[src/rtl/da_pkg.sv]
// Shared definitions for the bit-serial distributed-arithmetic FIR:
// coefficient constants, LUT width and FSM state encoding.
package da_pkg;

  // Width of one LUT entry; the largest entry (sum of all taps) is 10.
  localparam int LUT_W = 5;

  // Filter taps: y[n] = C0*x[n] + C1*x[n-1] + C2*x[n-2] + C3*x[n-3]
  localparam logic signed [LUT_W-1:0] C0 = 5'sd2;
  localparam logic signed [LUT_W-1:0] C1 = 5'sd3;
  localparam logic signed [LUT_W-1:0] C2 = 5'sd1;
  localparam logic signed [LUT_W-1:0] C3 = 5'sd4;

  typedef enum logic [1:0] {
    IDLE = 2'd0,
    CALC = 2'd1,
    DONE = 2'd2
  } state_t;

endpackage

[src/rtl/da_serial_fir_if.sv]
// Sample-in / result-out bus of the serial DA FIR.
// Handshake rule (both channels): a transfer happens on a rising clk edge
// where valid and ready are both high. The producer holds data and valid
// stable until that edge; ready may be driven independently of valid.
interface da_serial_fir_if #(
  parameter int W  = 8,
  parameter int OW = 13
);
  logic signed [W-1:0]  x_in;
  logic                 in_valid;
  logic                 in_ready;
  logic signed [OW-1:0] y;
  logic                 out_valid;
  logic                 out_ready;

  // Sample source / result sink side.
  modport master (
    output x_in, in_valid, out_ready,
    input  in_ready, y, out_valid
  );

  // Filter side.
  modport slave (
    input  x_in, in_valid, out_ready,
    output in_ready, y, out_valid
  );
endinterface

[src/rtl/da_lut4.sv]
// Distributed-arithmetic lookup: each address bit selects one filter tap
// and the output is the sum of the selected coefficients (0..10).
module da_lut4
  import da_pkg::*;
(
  input  logic [3:0]              addr_i,
  output logic signed [LUT_W-1:0] val_o
);

  // Sum the taps whose delay-line bit is set in this bit-plane.
  always_comb begin
    val_o = '0;
    if (addr_i[0]) val_o = val_o + C0;
    if (addr_i[1]) val_o = val_o + C1;
    if (addr_i[2]) val_o = val_o + C2;
    if (addr_i[3]) val_o = val_o + C3;
  end

endmodule

[src/rtl/da_serial_fir.sv]
// Bit-serial 4-tap DA FIR. One sample is accepted in IDLE, then W bit-planes
// are walked MSB first through a shared LUT, Horner style: the sign plane is
// subtracted, every following plane is added after doubling the accumulator.
// The exact result is then held in DONE until the sink takes it.
module da_serial_fir
  import da_pkg::*;
#(
  parameter int W  = 8,
  parameter int OW = 13
) (
  input  logic                 clk,
  input  logic                 reset,
  da_serial_fir_if.slave       bus,
  output state_t               state_o
);

  localparam int CW = (W > 1) ? $clog2(W) : 1;

  state_t               state_q, state_d;
  logic [CW-1:0]        bitcnt_q, bitcnt_d;
  logic signed [W-1:0]  x_q [4];
  logic signed [W-1:0]  x_d [4];
  logic signed [OW-1:0] acc_q, acc_d, acc_next;
  logic signed [OW-1:0] y_q, y_d;
  logic                 out_valid_q, out_valid_d;

  logic [3:0]              lut_addr;
  logic signed [LUT_W-1:0] lut_val;
  logic signed [OW-1:0]    lut_ext;

  // Current bit-plane across the four taps; bit0 is the newest sample.
  assign lut_addr = {x_q[3][bitcnt_q], x_q[2][bitcnt_q],
                     x_q[1][bitcnt_q], x_q[0][bitcnt_q]};

  da_lut4 u_lut (
    .addr_i (lut_addr),
    .val_o  (lut_val)
  );

  assign lut_ext  = OW'(lut_val);
  // The sign plane carries weight -2^(W-1), so it starts the sum negated.
  assign acc_next = (bitcnt_q == CW'(W - 1)) ? -lut_ext : (acc_q <<< 1) + lut_ext;

  // Next-state and datapath update for IDLE -> CALC -> DONE.
  always_comb begin
    state_d     = state_q;
    bitcnt_d    = bitcnt_q;
    x_d         = x_q;
    acc_d       = acc_q;
    y_d         = y_q;
    out_valid_d = out_valid_q;
    case (state_q)
      IDLE: begin
        if (bus.in_valid) begin
          x_d[0]   = bus.x_in;
          x_d[1]   = x_q[0];
          x_d[2]   = x_q[1];
          x_d[3]   = x_q[2];
          bitcnt_d = CW'(W - 1);
          state_d  = CALC;
        end
      end
      CALC: begin
        acc_d = acc_next;
        if (bitcnt_q == '0) begin
          y_d         = acc_next;
          out_valid_d = 1'b1;
          state_d     = DONE;
        end else begin
          bitcnt_d = bitcnt_q - 1'b1;
        end
      end
      DONE: begin
        if (bus.out_ready) begin
          out_valid_d = 1'b0;
          state_d     = IDLE;
        end
      end
      default: state_d = IDLE;
    endcase
  end

  // State registers; reset drops any in-flight result and the tap history.
  always_ff @(posedge clk) begin
    if (reset) begin
      state_q     <= IDLE;
      bitcnt_q    <= '0;
      for (int i = 0; i < 4; i++) x_q[i] <= '0;
      acc_q       <= '0;
      y_q         <= '0;
      out_valid_q <= 1'b0;
    end else begin
      state_q     <= state_d;
      bitcnt_q    <= bitcnt_d;
      x_q         <= x_d;
      acc_q       <= acc_d;
      y_q         <= y_d;
      out_valid_q <= out_valid_d;
    end
  end

  assign bus.in_ready  = (state_q == IDLE);
  assign bus.y         = y_q;
  assign bus.out_valid = out_valid_q;
  assign state_o       = state_q;

endmodule
[src/flat_wrapper.sv]
// flat-port wrapper written by rule: the top's interface ports become plain ports
module da_serial_fir_flat import da_pkg::*;
#(
  parameter int W  = 8,
  parameter int OW = 13
)
  (clk, reset, state_o, bus_x_in, bus_in_valid, bus_out_ready, bus_in_ready, bus_y, bus_out_valid);
  da_serial_fir_if #(.W(W), .OW(OW)) bus_i ();
  input  logic clk;
  input  logic reset;
  output state_t state_o;
  input wire logic [$bits(bus_i.x_in)-1:0] bus_x_in;
  input wire logic [$bits(bus_i.in_valid)-1:0] bus_in_valid;
  input wire logic [$bits(bus_i.out_ready)-1:0] bus_out_ready;
  output wire logic [$bits(bus_i.in_ready)-1:0] bus_in_ready;
  output wire logic [$bits(bus_i.y)-1:0] bus_y;
  output wire logic [$bits(bus_i.out_valid)-1:0] bus_out_valid;
  assign bus_i.x_in = bus_x_in;
  assign bus_i.in_valid = bus_in_valid;
  assign bus_i.out_ready = bus_out_ready;
  assign bus_in_ready = bus_i.in_ready;
  assign bus_y = bus_i.y;
  assign bus_out_valid = bus_i.out_valid;
  da_serial_fir #(.W(W), .OW(OW)) u_core (.clk(clk), .reset(reset), .bus(bus_i), .state_o(state_o));
endmodule
[config.mk]
export PLATFORM = sky130hd
export DESIGN_NAME = da_serial_fir_flat
export DESIGN_NICKNAME = d
export VERILOG_FILES = /design/src/rtl/da_pkg.sv /design/src/rtl/da_serial_fir_if.sv /design/src/rtl/da_lut4.sv /design/src/rtl/da_serial_fir.sv /design/src/flat_wrapper.sv
export SDC_FILE = /design/constraint.sdc
export NUM_CORES = 1
export LEC_CHECK = 0
export CELL_PAD_IN_SITES_DETAIL_PLACEMENT = 1
export CELL_PAD_IN_SITES_GLOBAL_PLACEMENT = 1
export CORE_UTILIZATION = 49
export CTS_BUF_LIST = sky130_fd_sc_hd__clkbuf_8
export DETAILED_ROUTE_END_ITERATION = 16
export HOLD_SLACK_MARGIN = 0.12
export PLACE_DENSITY_LB_ADDON = 0.25
export SKIP_LAST_GASP = 1
export SYNTH_ARGS = -nofsm -noshare
export SYNTH_HDL_FRONTEND = slang
export SYNTH_SLANG_ARGS = --single-unit
[constraint.sdc]
create_clock -name clk -period 7.25 [get_ports clk]
set_clock_uncertainty 0.15 [all_clocks]
set_input_delay 2.175 -clock clk [delete_from_list [all_inputs] [get_ports clk]]
set_output_delay 2.175 -clock clk [all_outputs]
set_load 0.01 [all_outputs]
==> results of run 1 <==
[how the worst min path moves through the flow]
stage                              from            end  slack, ps  cells after the start
after global routing      u_core.x_q[0]  u_core.x_q[0]        330                      2
after global placement    u_core.x_q[0]  u_core.x_q[0]        290                      2
final                     u_core.x_q[6]  u_core.x_q[6]        300                      2
after floorplan           u_core.x_q[2]  u_core.x_q[2]        280                      2
after CTS                 u_core.x_q[6]  u_core.x_q[6]        310                      2
after detailed placement  u_core.x_q[6]  u_core.x_q[6]        300                      2
[registers in the layout, indices dropped and copies added (netlist names)]
signal / count
u_core.state_o: 2
u_core.x_q: 32
u_core.bitcnt_q: 3
u_core.bus.y: 13
u_core.acc_q: 12
u_core.bus.out_valid: 1
[through the flow]
step | hold slack (ps) | area [um^2] | std cells | util
detailed placement | 296 | 3520 | 461 | 0.552
global route | 327 | 3760 | 477 | 0.590
floorplan | 282 | 3250 | 377 | -
global placement | 291 | 3520 | 461 | 0.552
finish | 303 | 3760 | 477 | 0.590
CTS | 306 | 3760 | 477 | 0.590
[power groups by stage]
stage	logic, W	clock network (W)	registers, W
3_3_place_gp	0.000159	0	0.000402
4_1_cts	0.000172	0.000374	0.000396
5_1_grt	0.000190	0.000388	0.000399
6_report	0.000172	0.000371	0.000396
2_1_floorplan	0.000120	0	0.000395
3_5_place_dp	0.000168	0	0.000403
[cells by family after synthesis]
logic type | Yosys count
AOI/OAI and AO/OA | 105
xor gates and xnor gates | 16
adders and majority gates | 21
buffers and inverters | 34
DFF | 63
muxes | 14
and+or+nand+nor | 124
[cell usage in the layout (no fill, tap or decap), types with 2 or more instances in the layout]
cell,n
xor2_1,2
a21oi_1,61
o41ai_1,2
dfxtp_1,63
a31oi_1,6
nor2b_1,2
inv_1,13
clkbuf_8,13
o211ai_1,2
mux2i_1,4
nand2b_1,3
bufinv_16,2
ha_1,20
nor4_1,2
o21ai_0,18
clkdlybuf4s50_1,27
mux4_1,6
nand2_1,77
nand3_1,6
and2_1,3
nor2_1,21
xnor2_1,13
mux4_2,2
a211oi_1,10
mux2i_4,2
nor3_1,4
[per-layer routing]
metal | track usage | vias to the layer above
met5 | 0 | -
met4 | 0.154 | 0
met3 | 0.0524 | 27
met2 | 0.488 | 59
met1 | 0.293 | 1370
li1 | - | 1350
[Yosys cell counts, types with 3 or more instances]
cell / instances
a211oi_1: 10
a21oi_1: 61
a31oi_1: 6
and2_1: 3
clkbuf_1: 19
dfxtp_1: 63
ha_1: 20
inv_1: 12
mux2i_1: 4
mux4_1: 6
nand2_1: 77
nand2b_1: 3
nand3_1: 6
nor2_1: 22
nor3_1: 4
o21ai_0: 18
xnor2_1: 13
[area by class of cell]
type	instances	area share
Multi-Input combinational cell	280	0.488
Sequential cell	63	0.335
Timing Repair Buffer	29	0.0751
Clock buffer	13	0.0475
Tap cell	77	0.0256
Clock inverter	3	0.0169
Inverter	12	0.0120
[critical path: cells and delay by family (launching register included)]
family	cells	cell delay (ps)
AOI/OAI and AO/OA	5	1310
muxes	3	1270
adders and majority gates	3	1080
and+or+nand+nor	2	560
DFF	1	540
buffers and inverters	2	280
xor gates and xnor gates	1	100
==> summary.md, run 1 <==
| Metric | Value |
|---|---|
| Synth Cell Area | 3250 um^2 |
| Worst-Skew Late Latency | about 350 ps |
| CP Max Fanout | 8 |
| Top cell type's share of synthesized area | 0.388 |
| Largest net degree at the start of global routing | 52 |
| Worst R2R Setup Slack | 1790 ps |
| Avg WL per Cell | about 19 um |
| Crit. End Element | flop |
| Post-CTS setup buffers | 0 |
| Tightest Pin Transition | roughly 1100 ps |
| Status | finished, final reports clean |
| Logic pwr share | 0.183 |
| Syn_area_per_cell | around 8.6 um^2 |
| Worst Setup SP | u_core.bitcnt_q[0] |
| Clock Power Share | 0.395 |
| Yosys cell types | 39 |
| 1st-pass router iterations | 4 |
| Internal Power | slightly below 0.0007 W |
| Crit start category | flop |
| Core ar. | 6390 um^2 |
| Root Driver | clkbuf_8 |
| I/O Buffers | 28 |
| TritonCTS Buffers | 9 |
| Final Hold Vio Count | 0 |
| Cell Rows | 29 |
| CTS tree | yes |
| Slew headroom | 0.248 |
| Gr usage total | 0.270 |
| Nets | roughly 430 |
| CP Data Arrival Time | between 5000 and 6000 ps |
| Reg area | 1260 um^2 |
| Vias after detailed routing | 2,806 |
| Clk buf depth | 2 |
| Main area contributors after synthesis | dfxtp_1, a21oi_1, nand2_1, ha_1, mux4_1 |
| Multi-input gate area | 1840 um^2 |
| WL final | around 8800 um |
| Mapped Cells | roughly 380 |
| Via density | 5.88 |
| Post-synth EDFFs | 0 |
| Crit path largest cell delay | around 540 ps |
| Maximum clock frequency | ~180 MHz |
| Clk pin slew, worst setup/hold paths | 70 ps |
| Final worst path period share | 0.753 |
| Pwr dens | approximately 250 nW/um^2 |
| Hold-fix buffers, CTS | 0 |
| WS Path Type | reg2reg |
| Compound-gate portion of the synthesized area | 0.182 |
| Critical Path, Cell by Cell | mux4_2, mux2i_1, inv_1, ha_1, nor4b_1, ha_1, mux2i_1, inv_1, ha_1, nand3_1, o211ai_1, o41ai_1, o21a_1, xnor2_1, a21oi_1, a21oi_1 |
| Antenna viol nets, final | 0 |
| Power Total | around 0.00094 W |
| Met3 wire length | around 240 um |
| Gpl congestion | roughly 0.85 |
| Area delta synth->final | 15.8% |
| Static leakage | ~1.5 nW |
| XOR/XNOR Fraction of Synth Area | 0.0481 |
| PostCTS Resize Cnt | 0 |
| Final HPWL DP | 5830 um |
| Synth Area in Simple Gates | 0.162 |
| Total global routing overflow | 0 |
| Peak supply drop | 169 uV |
| M1 WL | roughly 3600 um |
| Clock Sinks | 63 |
| Die Span Y | around 83 um |
| # DRC | 0 |
| Syn_nets | 410 |
| CP most frequent cell | ha_1 |
| Max_cap viols | 0 |
| Sequential Power Share | 0.422 |
| Antenna violations before repair | 0 |
| Slowest CP cell | dfxtp_1 |
| Switching Fraction | 0.281 |
| Die area | a little under 7000 um^2 |
| Die Wd | about 83 um |
| Mux cell area share after synthesis | 0.0885 |
| Net Switching | around 0.00026 W |
| Met2 wire len | 4600 um |
| Setup_tns | 0 ps |
| Post-synth top area cell | dfxtp_1 |
| Crit path capture | u_core.bus.y[10] |
| Share of cells above drive strength 1 | 0.0625 |
| Post-synthesis register bit count | 63 |
| Post-Synth Adder-Cell Area | 0.0831 |
| IO Pins | 29 |
| Inserted Diodes | 0 |
| Largest family of logic cells by synthesized area | compound AO/OA/AOI/OAI gates |
| RSZ-0062 raised after global routing | no |
| # H-tree levels | 3 |
| Setup slack after layout | about 1800 ps |
| R2R depth | 16 |
| Critical Path RT | between 7000 and 8000 ps |
| R2R Path End | u_core.bus.y[10] |
| Max-slew violations | 0 |
| Register area share after synthesis | 0.388 |
| DR iter-0 viols | between 100 and 150 |
| RR Startpoint | u_core.bitcnt_q[0] |
| Top routing layer used | met4 |
| Vias in the first global route | just under 3k |
| Synth Warn # | 0 |
| Final setup violating endpoints | 0 |
| First-pass GRT wire length | around 15,000 um |
| Synth async-reset ratio | 0 |
| Fillers | ~760 |
| Worst slack at placement | roughly 2100 ps |
| Initial Util | 0.509 |
| Hold Path Class | reg2reg |
| Final min period | 5460 ps |
| Synth Flop Type | dfxtp_1 |
(Power assumes the default switching activity.)
==> inputs of run 2 (changes only) <==
CORE_UTILIZATION = 41   (was 49)
clock period = 5 ns   (was 7.25 ns; I/O delays follow)
==> summary.md, run 2 (synthesis results as in run 1) <==
| Metric | Value |
|---|---|
| Status | finished, final reports clean |
| Reg area | 1260 um^2 (about the same) |
| Avg WL per Cell | 15.1 um (-19%) |
| IO Pins | 29 (unchanged) |
| Peak supply drop | 192 uV (+14%) |
| Via density | 5.35 (-9.0%) |
| Biggest register | u_core.x_q |
| Final Hold Vio Count | 0 (unchanged) |
| Maximum clock frequency | 215 MHz (+18%) |
| Slew headroom | 0.246 (-0.00137) |
| Number of flip-flops in the largest register | 32 (unchanged) |
| Die Span Y | 91.0 um (+9.1%) |
| Commonest non-fill, non-tap cells in the layout | nand2_1, dfxtp_1, a21oi_1 |
| Clk pin slew, worst setup/hold paths | 80 ps (about the same) |
| Static leakage | 1.50 nW (+0.11%) |
| Antenna violations before repair | 0 (unchanged) |
| Sequential Power Share | 0.452 (+0.030) |
| Vias in the first global route | 2,755 (-5.7%) |
| Clock Sinks | 63 (unchanged) |
| Non-Filler Instances | 506 (+6.1%) |
| Initial Util | 0.423 (-0.0862) |
| Final min period | 4640 ps (-817 ps) |
| Crit. End Element | flop |
| Crit path buffers/inverters | 2 (unchanged) |
| Worst R2R Setup Slack | 360 ps (-1430 ps) |
| Internal Power | 0.000876 W (+30%) |
| Gpl congestion | 0.824 (-2.7%) |
| Logic pwr share | 0.193 (+0.010) |
| Antenna viol nets, final | 0 (unchanged) |
| Net Switching | 0.000385 W (+46%) |
| Switching Fraction | 0.305 (+0.0241) |
| Total global routing overflow | 0 (unchanged) |
| Critical Path, Cell by Cell | mux4_2, mux2i_1, inv_1, ha_1, nor4b_2, ha_1, mux2i_1, inv_1, ha_1, a21oi_1, o211ai_1, o41a_1, a31oi_1, xnor2_1, a21oi_1, a21oi_1 |
| Max_cap viols | 0 (unchanged) |
| Clk buf depth | 2 (unchanged) |
| Clock Power Share | 0.355 (-0.040) |
| Delay-heaviest family, CP | compound AO/OA/AOI/OAI gates |
| Gr usage total | 0.201 (-0.0689) |
| # DRC | 0 (unchanged) |
| I/O Buffers | 28 (unchanged) |
| Die area | 8290 um^2 (+19%) |
| Max-slew violations | 0 (unchanged) |
| CP Data Arrival Time | 4690 ps (-810 ps) |
| Final HPWL DP | 5270 um (-9.6%) |
| Root Driver | clkbuf_8 |
| Crit path largest cell delay | 520 ps (-20 ps) |
| Hold Path Class | reg2reg |
| WS Path Type | reg2reg |
| Critical Path RT | 5050 ps (-2240 ps) |
| Slowest CP cell | mux4_2 |
| RSZ-0062 raised after global routing | no |
| Final Core Density | 0.494 (-0.0957) |
| CTS tree | yes |
| Largest net degree at the start of global routing | 51 (-1.9%) |
| WL final | 7620 um (-14%) |
| Pwr dens | 332 nW/um^2 (+33%) |
| Worst-Skew Late Latency | 350 ps (about the same) |
| Setup_tns | 0 ps (unchanged) |
| Nets | 432 (+0.93%) |
| Final setup violating endpoints | 0 (unchanged) |
| Commonest non-fill, non-tap cell in the layout | nand2_1 |
| # H-tree levels | 3 (unchanged) |
| Die Wd | 91.0 um (+9.1%) |
| Post-CTS setup buffers | 0 (unchanged) |
| Crit start category | flop |
| Area delta synth->final | 16.8% |
| Post-placement cell count | 490 (+6.3%) |
| Fillers | 928 (+22%) |
| First-pass GRT wire length | 13,100 um (-9.4%) |
| Vias after detailed routing | 2,709 (-3.5%) |
| Power Total | 0.00126 W (+34%) |
| 1st-pass router iterations | 4 (unchanged) |
| Core ar. | 7690 um^2 (+20%) |
| Hold Slack | 305 ps (+2.00 ps) |
| Cell Rows | 32 (+10%) |
| Inserted Diodes | 0 (unchanged) |
| DR iter-0 viols | 60 (-43%) |
| Final worst path period share | 0.928 (+0.175) |
| CP Max Fanout | 8 (unchanged) |
| Tightest Pin Transition | 1130 ps (+2.05 ps) |
| Multi-input gate area | 1850 um^2 (+0.75%) |
| Share of cells above drive strength 1 | 0.0817 (+0.0192) |
| TritonCTS Buffers | 9 (unchanged) |
-- run 2: power groups by stage --
stage	registers [W]	logic [W]	clock network, W
detailed placement	0.000582	0.000244	0
global route	0.000576	0.000270	0.000485
floorplan	0.000573	0.000175	0
finish	0.000570	0.000243	0.000448
global placement	0.000580	0.000237	0
CTS	0.000570	0.000246	0.000459
-- run 2: through the flow --
stage          area (um^2)  worst slack, ps
6_report              3800              359
5_1_grt               3800             52.6
4_1_cts               3790             91.2
3_5_place_dp          3580             95.3
3_3_place_gp          3580              340
2_1_floorplan         3250              469
-- run 2: final cells by class --
class	count	area share
multi-input cells	280	0.487
flip-flops and latches	63	0.333
repair buffers	33	0.0824
well taps	102	0.0336
clock buffers	9	0.0326
clock inverters	7	0.0194
inverters	12	0.0119
-- run 2: final timing paths --
check	from	to	depth (start not counted)
worst max-delay path	u_core.bitcnt_q[0]	u_core.bus.y[11]	16
worst min register to register	u_core.x_q[0]	u_core.x_q[0]	2
worst min-delay path	u_core.x_q[0]	u_core.x_q[0]	2
worst max register to register	u_core.bitcnt_q[0]	u_core.bus.y[11]	16
-- run 2: timing repair --
action,4_1_cts,5_1_grt
setup endpoints to repair,1,7
cloned,0,0
gates resized for setup,1,2
hold buffers,0,0
-- run 2: worst register-to-register path: stages (launching register included) --
cell and delay, ps:
dfxtp_2 430, mux4_2 520, mux2i_1 200, inv_1 100, ha_1 370, nor4b_2 340
ha_1 280, mux2i_1 260, inv_1 120, ha_1 360, a21oi_1 230, o211ai_1 160
o41a_1 360, a31oi_1 220, xnor2_1 80, a21oi_1 210, a21oi_1 90
-- run 2: layer usage --
metal / routed length (um) / global-route usage
met4: 126 / 0.0754
met5: 0 / 0
met1: 3380 / 0.227
met2: 3940 / 0.366
met3: 172 / 0.0452
